**config.mk**
```make
export PLATFORM = sky130hd
export DESIGN_NAME = fp_mul_seq
export DESIGN_NICKNAME = d
export VERILOG_FILES = /design/src/rtl/fp32_pkg.sv /design/src/rtl/fp_mul_exp_calc.sv /design/src/rtl/fp_mul_seq.sv
export SDC_FILE = /design/constraint.sdc
export NUM_CORES = 1
export LEC_CHECK = 0
export ABC_CLOCK_PERIOD_IN_PS = 4700
export BUFFER_PORTS_ARGS = -buffer_cell sky130_fd_sc_hd__buf_2
export CORE_ASPECT_RATIO = 1.1
export CORE_MARGIN = 2
export CORE_UTILIZATION = 40
export DETAILED_ROUTE_END_ITERATION = 6
export GPL_ROUTABILITY_DRIVEN = 0
export GPL_TIMING_DRIVEN = 1
export PLACE_DENSITY = 0.57
export SETUP_SLACK_MARGIN = 0.3
export SYNTH_ARGS = -nofsm -noshare
export SYNTH_HDL_FRONTEND = slang
export SYNTH_SLANG_ARGS = --single-unit
```
**constraint.sdc**
```tcl
create_clock -name clk -period 4.7 [get_ports clk]
set_clock_uncertainty 0.15 [all_clocks]
set_input_delay 0.705 -clock clk [delete_from_list [all_inputs] [get_ports clk]]
set_output_delay 0.705 -clock clk [all_outputs]
set_load 0.05 [all_outputs]
```
**src/rtl/fp32_pkg.sv**
```systemverilog
// Shared IEEE-754 single-precision constants and the multiplier FSM state type.
// Latency: none (declarations only).
// Backpressure: not applicable.
package fp32_pkg;

    localparam int FP_WIDTH   = 32;
    localparam int EXP_WIDTH  = 8;
    localparam int MANT_WIDTH = 23;
    localparam int BIAS       = 127;

    localparam logic [FP_WIDTH-1:0] QNAN = 32'h7FC0_0000;

    typedef enum logic [2:0] {
        IDLE = 3'd0,
        EXP  = 3'd1,
        MUL  = 3'd2,
        NORM = 3'd3,
        DONE = 3'd4
    } state_t;

endpackage

```
**src/rtl/fp_mul_exp_calc.sv**
```systemverilog
// Sign, biased exponent sum, hidden-bit mantissas and special-case result for an fp32 product.
// Latency: purely combinational.
// Backpressure: none; the caller holds operands stable while it uses the outputs.
module fp_mul_exp_calc
    import fp32_pkg::*;
(
    input  logic [FP_WIDTH-1:0]   a,
    input  logic [FP_WIDTH-1:0]   b,
    output logic                  sign,
    output logic [EXP_WIDTH+1:0]  exp_sum,
    output logic [MANT_WIDTH:0]   mant_a,
    output logic [MANT_WIDTH:0]   mant_b,
    output logic                  special,
    output logic [FP_WIDTH-1:0]   special_res
);

    logic [EXP_WIDTH-1:0] ea, eb;
    logic                 a_nan, b_nan, a_inf, b_inf, a_zero, b_zero;

    // Classify both operands and pick the shortcut result where one applies.
    always_comb begin
        ea      = a[30:23];
        eb      = b[30:23];
        sign    = a[31] ^ b[31];
        // Ten bits signed: covers -127 .. 381 before normalisation bumps.
        exp_sum = {2'b00, ea} + {2'b00, eb} - 10'(BIAS);
        mant_a  = {1'b1, a[22:0]};
        mant_b  = {1'b1, b[22:0]};

        a_nan   = (ea == 8'hFF) && (a[22:0] != 23'd0);
        b_nan   = (eb == 8'hFF) && (b[22:0] != 23'd0);
        a_inf   = (ea == 8'hFF) && (a[22:0] == 23'd0);
        b_inf   = (eb == 8'hFF) && (b[22:0] == 23'd0);
        // Subnormals are flushed, so any zero exponent counts as zero.
        a_zero  = (ea == 8'h00);
        b_zero  = (eb == 8'h00);

        special     = 1'b1;
        special_res = QNAN;
        if (a_nan || b_nan || (a_inf && b_zero) || (b_inf && a_zero)) begin
            special_res = QNAN;
        end else if (a_inf || b_inf) begin
            special_res = {sign, 8'hFF, 23'd0};
        end else if (a_zero || b_zero) begin
            special_res = {sign, 31'd0};
        end else begin
            special = 1'b0;
        end
    end

endmodule

```
**src/rtl/fp_mul_seq.sv**
```systemverilog
// Sequential fp32 multiplier: shift-add 24x24 mantissa product, round-to-nearest-even, FTZ.
// Latency: out_valid after 26 edges from accept (1 edge for NaN/inf/zero operands).
// Backpressure: single operation in flight; result held in DONE until out_ready.
module fp_mul_seq
    import fp32_pkg::*;
(
    input  logic                clk,
    input  logic                rst_n,
    input  logic                in_valid,
    output logic                in_ready,
    input  logic [FP_WIDTH-1:0] mul1,
    input  logic [FP_WIDTH-1:0] mul2,
    output logic                out_valid,
    input  logic                out_ready,
    output logic [FP_WIDTH-1:0] result,
    output logic                busy
);

    state_t                state_q, state_d;
    logic [FP_WIDTH-1:0]   a_q, b_q, result_q;
    logic [47:0]           acc_q;
    logic [4:0]            cnt_q;

    logic                  sign;
    logic [EXP_WIDTH+1:0]  exp_sum;
    logic [MANT_WIDTH:0]   mant_a, mant_b;
    logic                  special;
    logic [FP_WIDTH-1:0]   special_res;

    // Operands are captured once, so the exponent logic sees them stable for the whole operation.
    fp_mul_exp_calc u_exp_calc (
        .a           (a_q),
        .b           (b_q),
        .sign        (sign),
        .exp_sum     (exp_sum),
        .mant_a      (mant_a),
        .mant_b      (mant_b),
        .special     (special),
        .special_res (special_res)
    );

    logic [9:0]  e_n, e_f;
    logic [22:0] m_n;
    logic        g, s, rnd;
    logic [23:0] m_r;
    logic [31:0] norm_res;

    // Normalise the 48-bit product, round to nearest even, then saturate the exponent.
    always_comb begin
        if (acc_q[47]) begin
            m_n = acc_q[46:24];
            g   = acc_q[23];
            s   = |acc_q[22:0];
            e_n = exp_sum + 10'd1;
        end else begin
            m_n = acc_q[45:23];
            g   = acc_q[22];
            s   = |acc_q[21:0];
            e_n = exp_sum;
        end
        rnd = g & (s | m_n[0]);
        m_r = {1'b0, m_n} + {23'd0, rnd};
        // A rounding carry leaves the fraction all-zero, so only the exponent moves.
        e_f = m_r[23] ? (e_n + 10'd1) : e_n;
        if ($signed(e_f) >= 10'sd255) begin
            norm_res = {sign, 8'hFF, 23'd0};
        end else if ($signed(e_f) <= 10'sd0) begin
            norm_res = {sign, 31'd0};
        end else begin
            norm_res = {sign, e_f[7:0], m_r[22:0]};
        end
    end

    // State register.
    always_ff @(posedge clk) begin
        if (!rst_n) state_q <= IDLE;
        else        state_q <= state_d;
    end

    // Next-state and handshake outputs.
    always_comb begin
        state_d   = state_q;
        in_ready  = 1'b0;
        out_valid = 1'b0;
        busy      = 1'b1;
        case (state_q)
            IDLE: begin
                in_ready = 1'b1;
                busy     = 1'b0;
                if (in_valid) state_d = EXP;
            end
            EXP:  state_d = special ? DONE : MUL;
            MUL:  if (cnt_q == 5'd23) state_d = NORM;
            NORM: state_d = DONE;
            DONE: begin
                out_valid = 1'b1;
                if (out_ready) state_d = IDLE;
            end
            default: state_d = IDLE;
        endcase
    end

    // Datapath: operand capture, one multiplier bit per MUL cycle, result capture.
    always_ff @(posedge clk) begin
        if (!rst_n) begin
            a_q      <= '0;
            b_q      <= '0;
            acc_q    <= '0;
            cnt_q    <= '0;
            result_q <= '0;
        end else begin
            case (state_q)
                IDLE: begin
                    if (in_valid) begin
                        a_q   <= mul1;
                        b_q   <= mul2;
                        acc_q <= '0;
                        cnt_q <= '0;
                    end
                end
                EXP: begin
                    if (special) result_q <= special_res;
                end
                MUL: begin
                    if (mant_b[cnt_q]) acc_q <= acc_q + ({24'd0, mant_a} << cnt_q);
                    cnt_q <= (cnt_q == 5'd23) ? 5'd0 : cnt_q + 5'd1;
                end
                NORM: result_q <= norm_res;
                default: ;
            endcase
        end
    end

    assign result = result_q;

endmodule

```
# == After elaboration in Yosys (flattened, before gate mapping) ==
# Cells that the tools add are included.
# op_classes
n_addsub,7
magnitude_cmp,3
eq_ne,12
shift,1
muxes,31
n_bitwise,3
reduce_logical,27
# op_table
op,n
$mux W32,4
$mux W48,2
$pmux W48 S2,1
$pmux W32 S2,1
$mux W31,2
$add A48 B48 Y48,1
$shl A24 B5 Y48,1
$logic_not A23 Y1,2
$reduce_bool A23 Y1,2
$add A23 B1 Y24,1
$mux W23,1
$reduce_or A23 Y1,1
$reduce_or A22 Y1,1
$add A10 B1 Y10 const B,2
$mux W10,2
$eq A8 B8 Y1 const B,2
$logic_not A8 Y1,2
$pmux W3 S5,1
$mux W3,4
$ge A10 B9 Y1 const B,1
$le A10 B1 Y1 const B,1
$mux W5,2
$ne A2 B2 Y1 const B,5
$pmux W5 S2,1
other kinds (19),41
# totals
register_bits,152
input_bits,68
out_inout_bits,35
word_cells,90

# == Longest topological paths before layout ==
# logic_depth
depth_word,10
ltp_mapped,23

# == Modules after synthesis ==
# A second synthesis with hierarchy kept.
# unflattened
hier_cells,1643
area_unflattened_um2,12368.1
# modules_own_cells
module,n_inst,cells_per_inst,area_per_inst_um2
fp_mul_seq,1,1478,11148.2
fp_mul_exp_calc,1,165,1219.9

# == Worst setup path before layout ==
# OpenSTA, ideal clock, no wires.
# synth_timing
path_kind,register to register
from,reg cnt_q[0]
to,reg acc_q[45]
setup_ps,125
arrival_time_ps,4864
required_ps,4425
path_slack_ps,-439
stages_incl_launch_ff,19
path_buffers,3
synth_period_minus_slack_ps,5139
path_cell_list,dfxtp_1 > clkbuf_1 > buf_1 > clkbuf_1 > mux2i_1 > or3_1 > nor2_1 > ha_1 > a211o_1 > a2111oi_0 > o21ai_0 > a21oi_1 > o31a_1 > o211ai_1 > a21bo_2 > a211oi_1 > o311ai_1 > xnor2_1 > o21ai_1
# synth_via
elab_chain_len,4
elab_cells_between_ends,8
# synth_rtl
element,line_no,source
"start, declared",fp_mul_seq.sv:22,logic [4:0] cnt_q;
"start signal, assigned",fp_mul_seq.sv:126,cnt_q <= (cnt_q == 5'd23) ? 5'd0 : cnt_q + 5'd1;
$shl A24 B5 Y48 or $bmux W1 S5 (tied branches),fp_mul_seq.sv:125,"if (mant_b[cnt_q]) acc_q <= acc_q + ({24'd0, mant_a} << cnt_q);"
$add A48 B48 Y48 or $mux W1 (tied branches),fp_mul_seq.sv:125,
$mux W48 or $ne A2 B2 Y1 (tied branches),--,
$pmux W48 S2 or $reduce_and A3 Y1 (tied branches),--,
"end signal, assigned",fp_mul_seq.sv:125,
"end, declared",fp_mul_seq.sv:21,logic [47:0] acc_q;
# Parallel ways exist; a longest one is shown, timed or not. The select of a mux whose other input is x is not followed.
# A chain may end at the register's enable or synchronous reset.

# == Worst setup path after layout ==
# layout_timing
from,reg cnt_q[1]
to,reg acc_q[36]
# The elaborated chain is that of the path after synthesis.

==> flow_metrics.tcl <==
set metrics [dict create \
    p_seq_share_pct 36.5 \
    avgViaCountPerCell 5.66 \
    irDropWorstVdd_mv 0.215 \
    ys.flop_type "dfxtp_1" \
    hold_viol 0 \
    cts-root-buf "clkbuf_16" \
    synth.area.top_cells "dfxtp_1 27%, nand2_1 8.1%, ha_1 6.8%, a21oi_1 6.6%, mux2i_1 3.9%" \
    synth_most_common_cell "nand2_1" \
    drv_slew 0 \
    grt_setup_unrepaired "true" \
    n_fill_cell 2765 \
    netlist_area_sq_mm 0.0115 \
    drt_pre_antenna_iters 5 \
    vias 11000 \
    cts.sinks 152 \
    crit_type "reg2reg" \
    crit_path_end_kind "register" \
    arrival_ps 4410 \
    dieHeight_microns 182 \
    dpl_worst_slack_ps 70.8 \
    timing.hold.ws_ps 317 \
    startpoint_type "register" \
    initial_core_util_pct 40.9 \
    drive_above_1_share_pct 21.0 \
    period_share_pct 90.9 \
    grt_max_degree 88 \
    tns_ps 0 \
    clock_latency_ps 450 \
    cp.required_ps 4840 \
    syn_inst 1464 \
    placementRows 64 \
    outcome "completed" \
    synth_common_cells "247 x nand2_1, 152 x dfxtp_1, 150 x a21oi_1" \
    areaGrowthSynthToFinish_pct 19.0 \
    clockBufferDepth 2 \
    numPortBuffers 102 \
    relSlewSlack_pct 21.7 \
    clock_power_share_pct 37.0 \
    p_int_mw 2.49 \
    ios 103 \
    grt_pass1_vias 10200 \
    cts_max_level 4 \
    wl_per_cell_microns 16.7 \
    clk_pin_slew_worst_paths_ps 80 \
    syn_area_per_cell_sq_um 7.83 \
    p_leak_nw 5.38 \
    final_antenna_net_count 0 \
    holdCritPathClass "reg2reg" \
    cts_buffers 17 \
    synth_edf_count 0 \
    yosys.cell_types.count 95 \
    period_needed_ps 4270 \
    routed_wl_microns 32500 \
    async_reset_ff_share_pct 0 \
    switching_share_pct 36.3 \
    ys_seq_area_share_pct 26.6 \
    yosysWarnings 0 \
    postCtsHoldBufs 0 \
    finalNetCount 1697 \
    setup_slack_ps 425 \
    dieArea_sq_mm 0.0300 \
    diodes 0 \
    drtIter0Drc 730 \
    comb_power_share_pct 26.5 \
    fp.dieW_microns 165 \
    yosysTopAreaCellShare_pct 26.6 \
    cts_tree "yes" \
    ys_ff_latch 152 \
    grt_antenna_before_repair 0 \
    synthesis.nets 1596 \
    power_mw 3.91 \
    track_usage_pct 21.1 \
    drc 0 \
    synth_largest_area_cell "dfxtp_1" \
    grt-ovfl-total 0 \
    place.detailed.hpwl_microns 24100 \
    pwr_density_cell_mw_per_mm2 287 \
    p_switching_mw 1.42 \
    core_sq_mm 0.0280 \
    finish.utilization_pct 48.6 \
    tightest_slew_ps 1170 \
    maxCapViolCount 0 \
    finalSetupViolations 0 \
    fmax_mhz 234 \
    cp_max_fo 14 \
    grt_pass1_wl_microns 51900 \
]
[sequential cells by signal (all words and copies together) (netlist names)]
name,flops
a_q,32
cnt_q,5
result,32
state_q,3
acc_q,48
b_q,32
[layer usage]
metal | GRT usage [%] | vias up | wire length (microns)
met3 | 2.65 | 40 | 1030
li1 | - | 5532 | -
met2 | 33.8 | 234 | 14900
met1 | 29.9 | 5185 | 16000
met5 | 0 | - | 0
met4 | 5.62 | 0 | 527
[metrics by stage]
stage / instance area [sq um] / instances
global placement: 12400 / 1886
finish: 13600 / 1941
floorplan: 11500 / 1464
detailed placement: 12400 / 1886
global route: 13600 / 1941
CTS: 13200 / 1923
[worst max-delay path, stage by stage (launching register included)]
cell	delay [ps]
dfxtp_4	390
buf_12	160
buf_4	180
mux4_2	350
mux2i_4	160
nand2_1	90
o21ai_1	150
o22ai_1	150
ha_1	410
buf_4	170
nand2_1	60
o21ai_0	120
a21oi_1	230
o221ai_1	160
a21oi_1	200
o21ai_2	100
buf_4	150
nand2_1	100
o21ai_1	110
a221oi_2	270
xor2_1	160
o21ai_0	80
[layout make-up]
type	count	area (sq um)	share of cell area (%)
tap	363	454	3.33
inverter	40	158	1.16
multi-input combinational	1188	8250	60.5
clock inverter	15	216	1.59
timing repair inverter	1	7.51	0.0551
clock buffer	17	425	3.12
timing repair buffer	165	1060	7.80
sequential	152	3050	22.4
[power groups by stage]
stage	registers, mW	clock network (mW)	logic, mW
2_1_floorplan	1.44	0	0.708
3_3_place_gp	1.45	0	0.953
6_report	1.43	1.45	1.03
4_1_cts	1.43	1.48	0.976
5_1_grt	1.44	1.53	1.14
3_5_place_dp	1.45	0	0.962
[kinds of logic (layout without fill, tap and decap cells)]
family | after synthesis | in the layout | synth area share (%)
simple gates | 537 | 537 | 21.7
xor+xnor | 73 | 73 | 6.62
buf+inv | 124 | 238 | 4.30
flops | 152 | 152 | 26.6
fa+ha+maj | 64 | 64 | 7.12
mux | 74 | 74 | 8.06
compound gates | 440 | 440 | 25.6
[layout by cell type (no fill, tap or decap), types with 15 or more instances in the layout]
cell type	count
nand2_1	246
o21ai_1	16
a21oi_1	141
xnor2_1	39
buf_2	102
ha_1	55
nor4_1	16
nand4_1	22
nor2_1	113
mux2_2	15
inv_1	36
nor3_1	18
a22o_1	22
buf_4	56
clkbuf_16	19
xor2_1	25
o21ai_0	58
dfxtp_1	148
nand3_1	26
mux2i_1	36
nand2b_1	19
a21o_1	22
a22oi_1	26
[worst paths after layout]
path | slack (ps) | end | start | cells after the start
worst min-delay path | 320 | a_q[31] | a_q[31] | 2
worst min register to register | 320 | a_q[31] | a_q[31] | 2
worst max register to register | 430 | acc_q[36] | cnt_q[1] | 21
worst max-delay path | 430 | acc_q[36] | cnt_q[1] | 21
[what timing repair did]
item | in CTS | in global routing
pin swaps | 7 | 20
resized for setup | 16 | 74
buffers inserted | 5 | 15
setup endpoints to repair | 14 | 51
cloned | 0 | 3
No activity file was read; power rests on OpenSTA's default activity.
